File: src/rtl/riscv_pkg.sv
// Shared core definitions: ALU control codes for the M extension and muldiv FSM states.
package riscv_pkg;

    localparam logic [3:0] ALU_MUL    = 4'b1001;
    localparam logic [3:0] ALU_MULH   = 4'b1010;
    localparam logic [3:0] ALU_MULHSU = 4'b1011;
    localparam logic [3:0] ALU_MULHU  = 4'b1100;
    localparam logic [3:0] ALU_DIV    = 4'b1101;
    localparam logic [3:0] ALU_REM    = 4'b1110;

    typedef enum logic [1:0] {
        IDLE = 2'd0,
        CALC = 2'd1,
        DONE = 2'd2
    } muldiv_state_t;

    // True for any of the six multiply/divide codes.
    function automatic logic is_muldiv(input logic [3:0] code);
        return (code >= ALU_MUL) && (code <= ALU_REM);
    endfunction

    // True for the two codes that run the divider.
    function automatic logic is_div(input logic [3:0] code);
        return (code == ALU_DIV) || (code == ALU_REM);
    endfunction

endpackage

File: src/rtl/muldiv_prep.sv
// Sign/magnitude conversion of operands on entry, sign fix-up and word select on exit.
module muldiv_prep
    import riscv_pkg::*;
#(
    parameter int unsigned WIDTH = 32
) (
    input  logic [3:0]         entry_op,
    input  logic [WIDTH-1:0]   entry_a,
    input  logic [WIDTH-1:0]   entry_b,
    output logic               entry_neg_a_c,
    output logic               entry_neg_b_c,
    output logic [WIDTH-1:0]   entry_mag_a_c,
    output logic [WIDTH-1:0]   entry_mag_b_c,
    input  logic [3:0]         exit_op,
    input  logic               exit_neg_a,
    input  logic               exit_neg_b,
    input  logic [2*WIDTH-1:0] exit_acc,
    output logic [WIDTH-1:0]   exit_result_c
);

    logic               signed_a;
    logic               signed_b;
    logic [2*WIDTH-1:0] prod;
    logic [WIDTH-1:0]   quot;
    logic [WIDTH-1:0]   rem;

    // Operand signedness per op; negative signed operands become magnitudes.
    always_comb begin
        signed_a      = (entry_op == ALU_MUL) || (entry_op == ALU_MULH)
                      || (entry_op == ALU_MULHSU) || is_div(entry_op);
        signed_b      = (entry_op == ALU_MUL) || (entry_op == ALU_MULH) || is_div(entry_op);
        entry_neg_a_c = signed_a & entry_a[WIDTH-1];
        entry_neg_b_c = signed_b & entry_b[WIDTH-1];
        entry_mag_a_c = entry_neg_a_c ? -entry_a : entry_a;
        entry_mag_b_c = entry_neg_b_c ? -entry_b : entry_b;
    end

    // Restore signs on the magnitude result and pick the requested word.
    always_comb begin
        prod = (exit_neg_a ^ exit_neg_b) ? -exit_acc : exit_acc;
        quot = exit_acc[WIDTH-1:0];
        rem  = exit_acc[2*WIDTH-1:WIDTH];
        case (exit_op)
            ALU_MUL:                        exit_result_c = prod[WIDTH-1:0];
            ALU_MULH, ALU_MULHSU, ALU_MULHU: exit_result_c = prod[2*WIDTH-1:WIDTH];
            ALU_DIV:                        exit_result_c = (exit_neg_a ^ exit_neg_b) ? -quot : quot;
            ALU_REM:                        exit_result_c = exit_neg_a ? -rem : rem;
            default:                        exit_result_c = '0;
        endcase
    end

endmodule

File: src/rtl/muldiv_seq.sv
// Iterative RV32M multiply/divide: one shift/add or shift/subtract step per cycle.
module muldiv_seq
    import riscv_pkg::*;
#(
    parameter int unsigned WIDTH = 32
) (
    input  logic             clk,
    input  logic             reset,
    input  logic             start,
    input  logic [3:0]       alucontrol,
    input  logic [WIDTH-1:0] srca,
    input  logic [WIDTH-1:0] srcb,
    output logic             busy,
    output logic             done,
    output logic [WIDTH-1:0] result
);

    localparam int unsigned CNTW = $clog2(WIDTH) + 1;
    localparam int unsigned AW   = 2 * WIDTH;
    localparam logic [WIDTH-1:0] MIN_NEG = {1'b1, {(WIDTH-1){1'b0}}};

    muldiv_state_t    state;
    logic [3:0]       op;
    logic             neg_a;
    logic             neg_b;
    logic [WIDTH-1:0] opa;
    logic [WIDTH-1:0] opb;
    logic [AW-1:0]    acc;
    logic [CNTW-1:0]  cnt;

    logic             entry_neg_a_c;
    logic             entry_neg_b_c;
    logic [WIDTH-1:0] entry_mag_a_c;
    logic [WIDTH-1:0] entry_mag_b_c;
    logic [WIDTH-1:0] exit_result_c;

    logic             fast_c;
    logic [WIDTH-1:0] fast_result_c;
    logic [AW-1:0]    acc_step_c;
    logic [CNTW-1:0]  cnt_next_c;
    logic [WIDTH-1:0] addend;
    logic [WIDTH:0]   mul_sum;
    logic [WIDTH:0]   trial;
    logic [WIDTH-1:0] diff;
    logic             q_bit;

    muldiv_prep #(.WIDTH(WIDTH)) u_prep (
        .entry_op      (alucontrol),
        .entry_a       (srca),
        .entry_b       (srcb),
        .entry_neg_a_c (entry_neg_a_c),
        .entry_neg_b_c (entry_neg_b_c),
        .entry_mag_a_c (entry_mag_a_c),
        .entry_mag_b_c (entry_mag_b_c),
        .exit_op       (op),
        .exit_neg_a    (neg_a),
        .exit_neg_b    (neg_b),
        .exit_acc      (acc_step_c),
        .exit_result_c (exit_result_c)
    );

    // Requests answered without iterating: illegal code, divide by zero, signed overflow.
    always_comb begin
        fast_c        = 1'b0;
        fast_result_c = '0;
        if (!is_muldiv(alucontrol)) begin
            fast_c = 1'b1;
        end else if (is_div(alucontrol) && (srcb == '0)) begin
            fast_c        = 1'b1;
            fast_result_c = (alucontrol == ALU_DIV) ? '1 : srca;
        end else if (is_div(alucontrol) && (srca == MIN_NEG) && (&srcb)) begin
            fast_c        = 1'b1;
            fast_result_c = (alucontrol == ALU_DIV) ? MIN_NEG : '0;
        end
    end

    // One iteration: LSB-first shift-add for multiply, MSB-first restoring step for divide.
    always_comb begin
        addend     = opb[0] ? opa : '0;
        mul_sum    = {1'b0, acc[AW-1:WIDTH]} + {1'b0, addend};
        trial      = {acc[AW-1:WIDTH], opa[WIDTH-1]};
        q_bit      = (trial >= {1'b0, opb});
        diff       = trial[WIDTH-1:0] - opb;
        cnt_next_c = cnt + CNTW'(1);
        if (is_div(op)) begin
            acc_step_c = {(q_bit ? diff : trial[WIDTH-1:0]), acc[WIDTH-2:0], q_bit};
        end else begin
            acc_step_c = {mul_sum, acc[WIDTH-1:1]};
        end
    end

    // Control FSM, operand/accumulator registers and registered outputs.
    always_ff @(posedge clk) begin
        if (reset) begin
            state  <= IDLE;
            busy   <= 1'b0;
            done   <= 1'b0;
            result <= '0;
            op     <= '0;
            neg_a  <= 1'b0;
            neg_b  <= 1'b0;
            opa    <= '0;
            opb    <= '0;
            acc    <= '0;
            cnt    <= '0;
        end else begin
            case (state)
                IDLE: begin
                    if (start) begin
                        op    <= alucontrol;
                        neg_a <= entry_neg_a_c;
                        neg_b <= entry_neg_b_c;
                        opa   <= entry_mag_a_c;
                        opb   <= entry_mag_b_c;
                        acc   <= '0;
                        cnt   <= '0;
                        busy  <= 1'b1;
                        if (fast_c) begin
                            result <= fast_result_c;
                            done   <= 1'b1;
                            state  <= DONE;
                        end else begin
                            state  <= CALC;
                        end
                    end
                end
                CALC: begin
                    acc <= acc_step_c;
                    cnt <= cnt_next_c;
                    if (is_div(op)) begin
                        opa <= {opa[WIDTH-2:0], 1'b0};
                    end else begin
                        opb <= {1'b0, opb[WIDTH-1:1]};
                    end
                    if (cnt_next_c == CNTW'(WIDTH)) begin
                        result <= exit_result_c;
                        done   <= 1'b1;
                        state  <= DONE;
                    end
                end
                DONE: begin
                    done  <= 1'b0;
                    busy  <= 1'b0;
                    state <= IDLE;
                end
                default: begin
                    done  <= 1'b0;
                    busy  <= 1'b0;
                    state <= IDLE;
                end
            endcase
        end
    end

endmodule

File: config.mk
export PLATFORM = sky130hd
export DESIGN_NAME = muldiv_seq
export DESIGN_NICKNAME = d
export VERILOG_FILES = /design/src/rtl/riscv_pkg.sv /design/src/rtl/muldiv_prep.sv /design/src/rtl/muldiv_seq.sv
export SDC_FILE = /design/constraint.sdc
export NUM_CORES = 1
export LEC_CHECK = 0
export ABC_AREA = 1
export CORE_ASPECT_RATIO = 1.5
export CORE_MARGIN = 2
export CORE_UTILIZATION = 35
export DETAILED_ROUTE_END_ITERATION = 10
export PLACE_DENSITY = 0.49
export SETUP_SLACK_MARGIN = 0.1
export SLEW_MARGIN = 40
export SYNTH_ARGS = -nofsm -noshare
export SYNTH_HDL_FRONTEND = slang
export SYNTH_SLANG_ARGS = --single-unit
File: constraint.sdc
create_clock -name clk -period 7.3 [get_ports clk]
set_clock_uncertainty 0.1 [all_clocks]
set_input_delay 0.73 -clock clk [delete_from_list [all_inputs] [get_ports clk]]
set_output_delay 0.73 -clock clk [all_outputs]
set_load 0.005 [all_outputs]
Word level (Yosys, flattened, before mapping)
Cells that the tools add are included.
- eq/ne operators: 19
- mux-type cells: 41
- magnitude comparators: 3
- reduce and logical (&&, ||, !) cells: 23
- bitwise gates (word level): 4
- $add $sub $neg: 8
- operators by type and width (operator ; number):
    32-bit two-way mux ; 18
    64-bit two-way mux ; 3
    32-bit case mux with 2 select lines ; 3
    32-bit negator ; 4
    32-bit case mux with 4 select lines ; 1
    64-bit case mux with 2 select lines ; 1
    64-bit negator ; 1
    4-bit equality test, second input constant ; 11
    32-bit by 32-bit adder with 33-bit output ; 1
    33-bit by 32-bit >= comparator with 1-bit output ; 1
    32-bit equality test, second input constant ; 1
    32-bit logical NOT ; 1
    32-bit AND reduction ; 1
    32-bit subtractor ; 1
    6-bit case mux with 2 select lines ; 1
    2-bit inequality test, second input constant ; 5
    3-bit AND reduction ; 3
    2-bit AND reduction ; 4
    1-bit two-way mux ; 7
    6-bit by 1-bit adder with 6-bit output, second input constant ; 1
    6-bit equality test, second input constant ; 1
    1-bit logical OR ; 6
    2-bit two-way mux ; 3
    6-bit two-way mux ; 1
    13 further kinds ; 18
- output and inout bits: 34
- bits in registers: 176
- input port bits: 71
- logic and storage cells: 109

Logic depth before layout (Yosys ltp)
Gate-level depths: netlist of run 1.
- depth after elaboration: 10
- depth in mapped cells: 30
- gate-level depth less buffers: 30

Modules after synthesis
From an unflattened synthesis of run 1, not the netlist that was laid out.
- cell total of the unflattened synthesis: 3493
- area total of the unflattened synthesis: 18748.0 um^2
- modules (own cells, without submodules) (module ; seq. area each (um^2) ; cells an instance ; instances ; area each (um^2)):
    muldiv_seq ; 3523.4 ; 2370 ; 1 ; 13606.8
    muldiv_prep ; 0.0 ; 1123 ; 1 ; 5141.2

Worst setup path before layout of run 1
No wires, ideal clock.
- kind: register to register
- from: register opb[0]
- to: register result[26]
- data arrival time: 3.390 ns
- path slack: 3.744 ns
- path buffers: 1
- data required time: 7.134 ns
- clock period less this slack: 3.556 ns
- cell stages (with the launch flop): 28
- setup time: 0.066 ns
- cells stage by stage: dfxtp_1 clkbuf_1 nand2_1 inv_1 ha_1 inv_1 fa_1 inv_1 nand2_1 o21ai_0 nand2_1 nand2_1 nand3_1 nand2_1 nand2_1 nand3_1 nand3_2 inv_1 nand2_1 nor2_1 nand3_1 nand2_2 nand2_1 nand2_1 nand3_1 nand3_1 nand2_1 a21oi_2
- word-level cells in the longest chain between the ends: 8
- elaborated cells on any way between the ends: 15
- classes of those cells: 5 x add/sub; 1 x order compare; 9 x mux
- RTL lines (item ; RTL line ; RTL):
    start: declaration ; muldiv_seq.sv:27 ; logic [WIDTH-1:0] opb;
    start signal: assignment ; muldiv_seq.sv:114 ; opb <= entry_mag_b_c;
    start signal: assignment ; muldiv_seq.sv:133 ; opb <= {1'b0, opb[WIDTH-1:1]};
    32-bit two-way mux (tied with other cells) ; muldiv_seq.sv:79 ; addend = opb[0] ? opa : '0;
    32-bit by 32-bit adder with 33-bit output / 32-bit two-way mux (equally long branches) ; muldiv_seq.sv:80, muldiv_seq.sv:86 ;
    64-bit two-way mux (*) ; muldiv_seq.sv:85 ; if (is_div(op)) begin
    64-bit negator / 32-bit negator (equally long branches) ; muldiv_prep.sv:40, muldiv_prep.sv:47 ;
    64-bit two-way mux / 32-bit two-way mux (equally long branches) ; muldiv_prep.sv:40, muldiv_prep.sv:47 ;
    32-bit case mux with 4 select lines (*) ; muldiv_prep.sv:43 ; case (exit_op)
    32-bit two-way mux (*) ; muldiv_seq.sv:135 ; if (cnt_next_c == CNTW'(WIDTH)) begin
    32-bit case mux with 2 select lines (*) ; muldiv_seq.sv:107 ; case (state)
    end signal: assignment ; muldiv_seq.sv:119 ; result <= fast_result_c;
    end signal: assignment ; muldiv_seq.sv:136 ; result <= exit_result_c;
    end: declaration ; muldiv_seq.sv:15 ; output logic [WIDTH-1:0] result
Mark *: on every way between the ends. The rest lies on a longest branch, timed or not. The select of a mux whose other input is x is not followed.
A chain may end at the register's enable or synchronous reset.

Worst setup path in the final report of run 1
- from: register opb[17]
- to: register result[26]
- word-level cells in the longest chain between the ends: 8
- elaborated cells on any way between the ends: 13
- classes of those cells: 4 x add/sub; 1 x order compare; 8 x mux
- RTL lines (item ; RTL line ; RTL):
    32-bit subtractor / 33-bit by 32-bit >= comparator with 1-bit output (equally long branches) ; muldiv_seq.sv:83, muldiv_seq.sv:82 ;
    32-bit two-way mux ; muldiv_seq.sv:86 ; acc_step_c = {(q_bit ? diff : trial[WIDTH-1:0]), acc[WIDTH-2:0], q_bit};
    64-bit two-way mux (*) ; muldiv_seq.sv:85 ;
    64-bit negator / 32-bit negator (equally long branches) ; muldiv_prep.sv:40, muldiv_prep.sv:47 ;
    64-bit two-way mux / 32-bit two-way mux (equally long branches) ; muldiv_prep.sv:40, muldiv_prep.sv:47 ;
    32-bit case mux with 4 select lines (*) ; muldiv_prep.sv:43 ;
    32-bit two-way mux (*) ; muldiv_seq.sv:135 ;
    32-bit case mux with 2 select lines (*) ; muldiv_seq.sv:107 ;
Marked as above.

==> results_dict.tcl, run 1 <==
set metrics [dict create \
    setup_viol 0 \
    cp.arrival_ns 5.45 \
    hp-class "flop to flop" \
    gp_congestion 0.989 \
    p_comb_share_pct 46.3 \
    ys_types 60 \
    rsz0062_at_grt "false" \
    cts_buffers 17 \
    maxSlewViolCount 0 \
    outcome "complete, no violations" \
    p_per_area_nw_per_um2 188 \
    synth_fa_ha_area_share_pct 4.93 \
    clk_pin_slew_ns 0.08 \
    core-area_um2 53500 \
    antenna_found_initial 1 \
    die_y_um 288 \
    dieArea_um2 55700 \
    clock_latency_ns 0.48 \
    overflow 0 \
    clock_path_buffers 2 \
    synth_nets 3553 \
    seq_area_um2 3520 \
    htreeDepth 4 \
    port_buffers 104 \
    synth_area_um2 18800 \
    slew_headroom_pct 44.6 \
    drv_cap 0 \
    wl_per_cell_um 22.0 \
    netlist_top_cells_area "nand2_1 22%, dfxtp_1 19%, inv_1 9.3%" \
    drtIter0Drc 1652 \
    vias 22400 \
    viasPerCell 5.42 \
    r2r-start "opb[17]" \
    syn_inst 3409 \
    totalWireLength_um 91100 \
    drive_gt1_share_pct 5.02 \
    path_class "flop to flop" \
    final_core_util_pct 39.1 \
    finalSetupTns_ns 0 \
    initial_core_util_pct 35.2 \
    pwr-share-clk_pct 24.5 \
    cts-hold-fix-buffers 0 \
    synth_common_cells "1109 x nand2_1, 468 x inv_1, 316 x a21oi_1" \
    diodes 0 \
    required_ns 7.61 \
    dp_hpwl_um 74100 \
    r2r.worst_path.cells 24 \
    synth_top_area_share_pct 22.1 \
    p_switching_w 0.00185 \
    cts_root_buffer "clkbuf_16" \
    grtUsageTotal_pct 32.0 \
    internal_power_w 0.00208 \
    r2r_setup_slack_ns 2.16 \
    yosysTopAreaCell "nand2_1" \
    worstSetupStartpoint "opb[17]" \
    post_cts_buffers 0 \
    cts.repair.resized 0 \
    post-route-period-util_pct 70.4 \
    finalHoldViolations 0 \
    cts_tree "built" \
    ys_ff_latch 176 \
    multiInputGateArea_um2 12900 \
    grt_pass1_vias 21800 \
    synth_mux_area_share_pct 0 \
    switching_share_pct 47.1 \
    max_freq_mhz 195 \
    yosysMostFrequentCell "nand2_1" \
    first_pass_iters 6 \
    synth_top_family_by_area "simple AND/OR/NAND/NOR gates" \
    crit_fanout 31 \
    syn_to_final_growth_pct 11.0 \
    route.detailed.drc 0 \
    total_power_w 0.00393 \
    ir_drop_uv 183 \
    critPathCapture "result[26]" \
    power.share.sequential_pct 29.2 \
    synth_compound_area_share_pct 17.4 \
    ios 105 \
    nFillCells 6064 \
    leakage_nw 10.3 \
    num_rows 104 \
    ys.flop_type "dfxtp_1" \
    tightest_slew_ns 0.832 \
    synthSimpleGateAreaFrac_pct 43.4 \
    yosysWarningCount 0 \
    r2r_end "result[26]" \
    synth-edff-count 0 \
    cts.sinks 176 \
    grt_pass1_wl_um 133000 \
    synth_async_sr_flop_share_pct 0 \
    fin_crit_ns 5.14 \
    postSynthAreaPerCell_um2 5.53 \
    dieWidth_um 193 \
    nNetsFinal 3575 \
    final_antenna_net_count 0 \
    yosysSeqAreaShare_pct 18.7 \
    end_kind "flop" \
    grt_start_max_net_pins 89 \
    synth_xor_area_share_pct 2.42 \
    start_kind "flop" \
]
sequential cells by signal, summed over array words and instances (netlist names):
signal and count:
done 1, opb 32, result 32, busy 1, neg_a 1, neg_b 1
op 4, state 2, opa 32, acc 64, cnt 6
through the flow:
step           std cells  instance area, um^2  setup WS, ns  hold WS (ns)
6_report            4133                20900          2.16         0.365
4_1_cts             4133                20900          2.29         0.368
5_1_grt             4133                20900          1.80         0.388
2_1_floorplan       3409                18800          3.74         0.341
3_3_place_gp        4101                20300          2.10         0.351
3_5_place_dp        4101                20300          2.25         0.356
critical path, cell delays in order, from the launching register on:
cell and delay, ns:
dfxtp_1 0.34, inv_1 0.10, ha_1 0.46, nand2_1 0.21
nor2_1 0.23, nand2_1 0.11, nor2_1 0.15, nand2_2 0.26
buf_4 0.33, nand2_4 0.30, nand2_1 0.09, nand3_1 0.15
nand2_1 0.21, inv_1 0.17, ha_1 0.24, nand3_1 0.31
nor2_2 0.34, nand3_1 0.16, nand2_2 0.17, nand2_1 0.08
nand2_1 0.06, nand3_1 0.08, nand3_1 0.17, nand2_1 0.09
a21oi_2 0.15
final cells by class:
class	instances	share of cell area (%)
clock buffers	17	2.04
multi-input cells	2625	61.5
repair buffers	130	5.96
inverters	481	8.66
clock inverters	15	0.814
flip-flops and latches	176	16.9
well taps	689	4.12
cells in the final DEF (no fill, tap or decap), types with 31 or more instances in the layout:
cell type / Yosys / routed
nor2_1: 290 / 288
clkdlybuf4s50_1: 0 / 103
o221ai_1: 31 / 31
nor3_1: 51 / 50
dfxtp_1: 176 / 176
o21ai_0: 165 / 163
nand3_1: 286 / 286
a21oi_1: 316 / 316
nand2_1: 1109 / 1109
ha_1: 71 / 71
inv_1: 468 / 466
nand4_1: 49 / 49
xor2_1: 39 / 39
metal layers:
metal	GRT usage (%)	wire [um]	part of all wire [%]	vias up
met4	30.3	9920	11	0
li1	-	-	-	11000
met2	58.8	45600	50	743
met5	0	0	0	-
met3	2.66	3340	3.7	273
met1	31.7	32200	35	10300
worst min-delay path by stage:
| stage | from | endpoint | cells past startpoint |
|---|---|---|---|
| final | acc[26] | acc[26] | 2 |
| after global routing | acc[0] | acc[0] | 2 |
| after floorplan | acc[0] | acc[0] | 2 |
| after detailed placement | acc[29] | acc[29] | 2 |
| after CTS | opb[30] | opb[30] | 2 |
| after global placement | opb[22] | opb[22] | 2 |
cells by family after synthesis:
logic type	Yosys count
AO/OA/AOI/OAI	593
XOR/XNOR	52
adder cells (fa/ha/maj)	73
buffers and inverters	608
flip-flops	176
AND/OR/NAND/NOR	1907
power by group through the flow:
stage | sequential [W] | clock [W] | combinational, W
floorplan | 0.00112 | 0 | 0.00119
global placement | 0.00117 | 0 | 0.00179
detailed placement | 0.00117 | 0 | 0.00181
CTS | 0.00115 | 0.000990 | 0.00181
global route | 0.00115 | 0.00102 | 0.00201
finish | 0.00115 | 0.000963 | 0.00182
Note: power is estimated with default switching activity, not from simulation.
==> inputs of run 2 (changes only) <==
--- a/config.mk
+++ b/config.mk
@@ -10,7 +10,7 @@
 export CORE_MARGIN = 2
 export CORE_UTILIZATION = 35
 export DETAILED_ROUTE_END_ITERATION = 10
-export PLACE_DENSITY = 0.49
+export PLACE_DENSITY = 0.51
 export SETUP_SLACK_MARGIN = 0.1
 export SLEW_MARGIN = 40
 export SYNTH_ARGS = -nofsm -noshare
==> constraint.sdc (replaced) <==
create_clock -name clk -period 4.7 [get_ports clk]
set_clock_uncertainty 0.1 [all_clocks]
set_input_delay 0.47 -clock clk [delete_from_list [all_inputs] [get_ports clk]]
set_output_delay 0.47 -clock clk [all_outputs]
set_load 0.005 [all_outputs]
==> run 2 against run 1 <==
  * Clock-buffer cell count grew 1
  * Non-clock buffer count up 172
  * Wire length increased by 8.0%
  * Largest power group unchanged
  * Cell area grew 7.4%
  * First-iteration DRC count grew 4.3%
  * Combinational power rose by 80%
  * Global-route usage grew 2.6 points
  * Core utilization increased by 2.9 points
  * Setup slack lost 1.9 ns
  * Clock power is 70% higher
  * Sequential share of layout area fell by 1.2 points
==> results_dict.tcl, run 2 (synthesized netlist as in run 1, its figures left out) <==
set metrics [dict create \
    top_register "acc" \
    nNetsFinal 3747 \
    cts.sinks 176 \
    drtIter0Drc 1723 \
    leakage_nw 11.3 \
    path_class "flop to flop" \
    slew_headroom_pct 45.7 \
    route.detailed.drc 0 \
    syn_to_final_growth_pct 19.1 \
    worstHoldEndpoint "cnt[4]" \
    totalWireLength_um 98300 \
    die_y_um 288 \
    r2r_setup_slack_ns 0.31 \
    crit_fanout 5 \
    ir_drop_uv 337 \
    fin_ws_ns 0.310 \
    rsz0062_at_grt "true" \
    whs_ns 0.308 \
    wl_per_cell_um 22.8 \
    outcome "complete, no violations" \
    core-area_um2 53500 \
    initial_core_util_pct 35.2 \
    final_common_cell "nand2_1" \
    drive_gt1_share_pct 10.3 \
    post-route-period-util_pct 93.4 \
    num_rows 104 \
    hp-class "primary input to flop" \
    setup_viol 0 \
    min_from "reset" \
    gp_congestion 1.04 \
    cts_tree "built" \
    tightest_slew_ns 0.814 \
    cpMaxStageDelayCell "ha_1" \
    clock_latency_ns 0.50 \
    path_common_cell "nand2_1" \
    r2r_end "result[22]" \
    max_freq_mhz 228 \
    port_buffers 104 \
    largest_reg_flops 64 \
    dieWidth_um 193 \
    antenna_found_initial 0 \
    maxSlewViolCount 0 \
    required_ns 5.02 \
    overflow 0 \
    cts_buffers 17 \
    r2r-start "opb[25]" \
    grt_start_max_net_pins 129 \
    dp_hpwl_um 80200 \
    end_kind "flop" \
    clk_pin_slew_ns 0.08 \
    most-common-layout-cells "1104 x nand2_1, 466 x inv_1, 315 x a21oi_1, 281 x nand3_1, 277 x nor2_1" \
    vias 23200 \
    first_pass_iters 6 \
    cts_root_buffer "clkbuf_16" \
    drv_cap 0 \
    dp_slack_ns -0.0208 \
    p_per_area_nw_per_um2 298 \
    r2r.worst_path.cells 29 \
    dieArea_um2 55700 \
    viasPerCell 5.39 \
    htreeDepth 4 \
    finalHoldViolations 0 \
    final_antenna_net_count 0 \
    start_kind "flop" \
    max_stage_delay_ns 0.36 \
    grt_pass1_vias 22700 \
    clock_path_buffers 2 \
    whs_path_depth 2 \
    fin_crit_ns 4.39 \
    grt_pass1_wl_um 143000 \
    ios 105 \
    grtUsageTotal_pct 34.6 \
    diodes 0 \
    cp.arrival_ns 4.71 \
]
## run 2: cell count changes in the layout (fill, tap and decap cells not counted), moves of 4 or more
cell	before	now
buf_4	24	187
nor2_1	288	277
buf_12	0	9
nor2_2	25	32
nand2_1	1109	1104
nand2_2	20	25
nand3_1	286	281
nand3_2	9	13
nor2_4	6	10
## run 2: per-layer routing
layer  global-route usage (%)  share of wire, %  vias to the layer above
met1                     34.1                35                    10800
met5                        0                 0                        -
met4                     31.5                11                        0
met2                     63.9                50                      749
met3                     3.77               3.9                      281
li1                         -                 -                    11400
## run 2: where the power goes
part           total, W  internal [W]  switching (W)
clock network   0.00164      0.000827       0.000814
registers       0.00177       0.00163       0.000132
logic           0.00328       0.00108        0.00220
## run 2: worst max-delay path: cells and delay by family (launching register included)
kind                     cells  cell delay [ns]
buffers and inverters        6             0.86
AO/OA/AOI/OAI                1             0.14
flip-flops                   1             0.32
adder cells (fa/ha/maj)      2             0.54
AND/OR/NAND/NOR             20             2.34
## run 2: per-stage QoR
step                      utilization, %  instances  TNS (ns)  area (um^2)  total power [W]
after floorplan                        -       3409         0        18800          0.00359
final                               42.0       4305         0        22400          0.00669
after CTS                           41.7       4305         0        22300          0.00666
after global placement              40.5       4273    -0.707        21700          0.00502
after detailed placement            40.5       4273   -0.0208        21700          0.00501
after global routing                42.0       4305         0        22400          0.00705
## run 2: how the worst max path moves through the flow
stage	startpoint	endpoint	slack [ns]	depth (start not counted)
6_report	opb[25]	result[22]	0.31	29
5_1_grt	opb[26]	result[14]	0.04	28
4_1_cts	opb[26]	result[14]	0.11	26
3_5_place_dp	opb[25]	result[14]	-0.02	26
3_3_place_gp	srca[0]	result[18]	-0.30	20
2_1_floorplan	opb[0]	result[26]	1.14	27
## run 2: cell type report
type | count | area (um^2)
clock inverter | 14 | 186
tap | 689 | 862
inverter | 481 | 1810
sequential | 176 | 3520
fill | 6062 | 31000
timing repair buffer | 302 | 2650
multi-input combinational | 2625 | 13000
clock buffer | 18 | 439
## run 2: repair_timing
action / 4_1_cts / 5_1_grt
pin swaps: 0 / 2
gates resized for setup: 5 / 33
buffers inserted: 0 / 0
endpoints found under the setup margin: 4 / 17
cloned: 0 / 0
hold buffers: 0 / 0
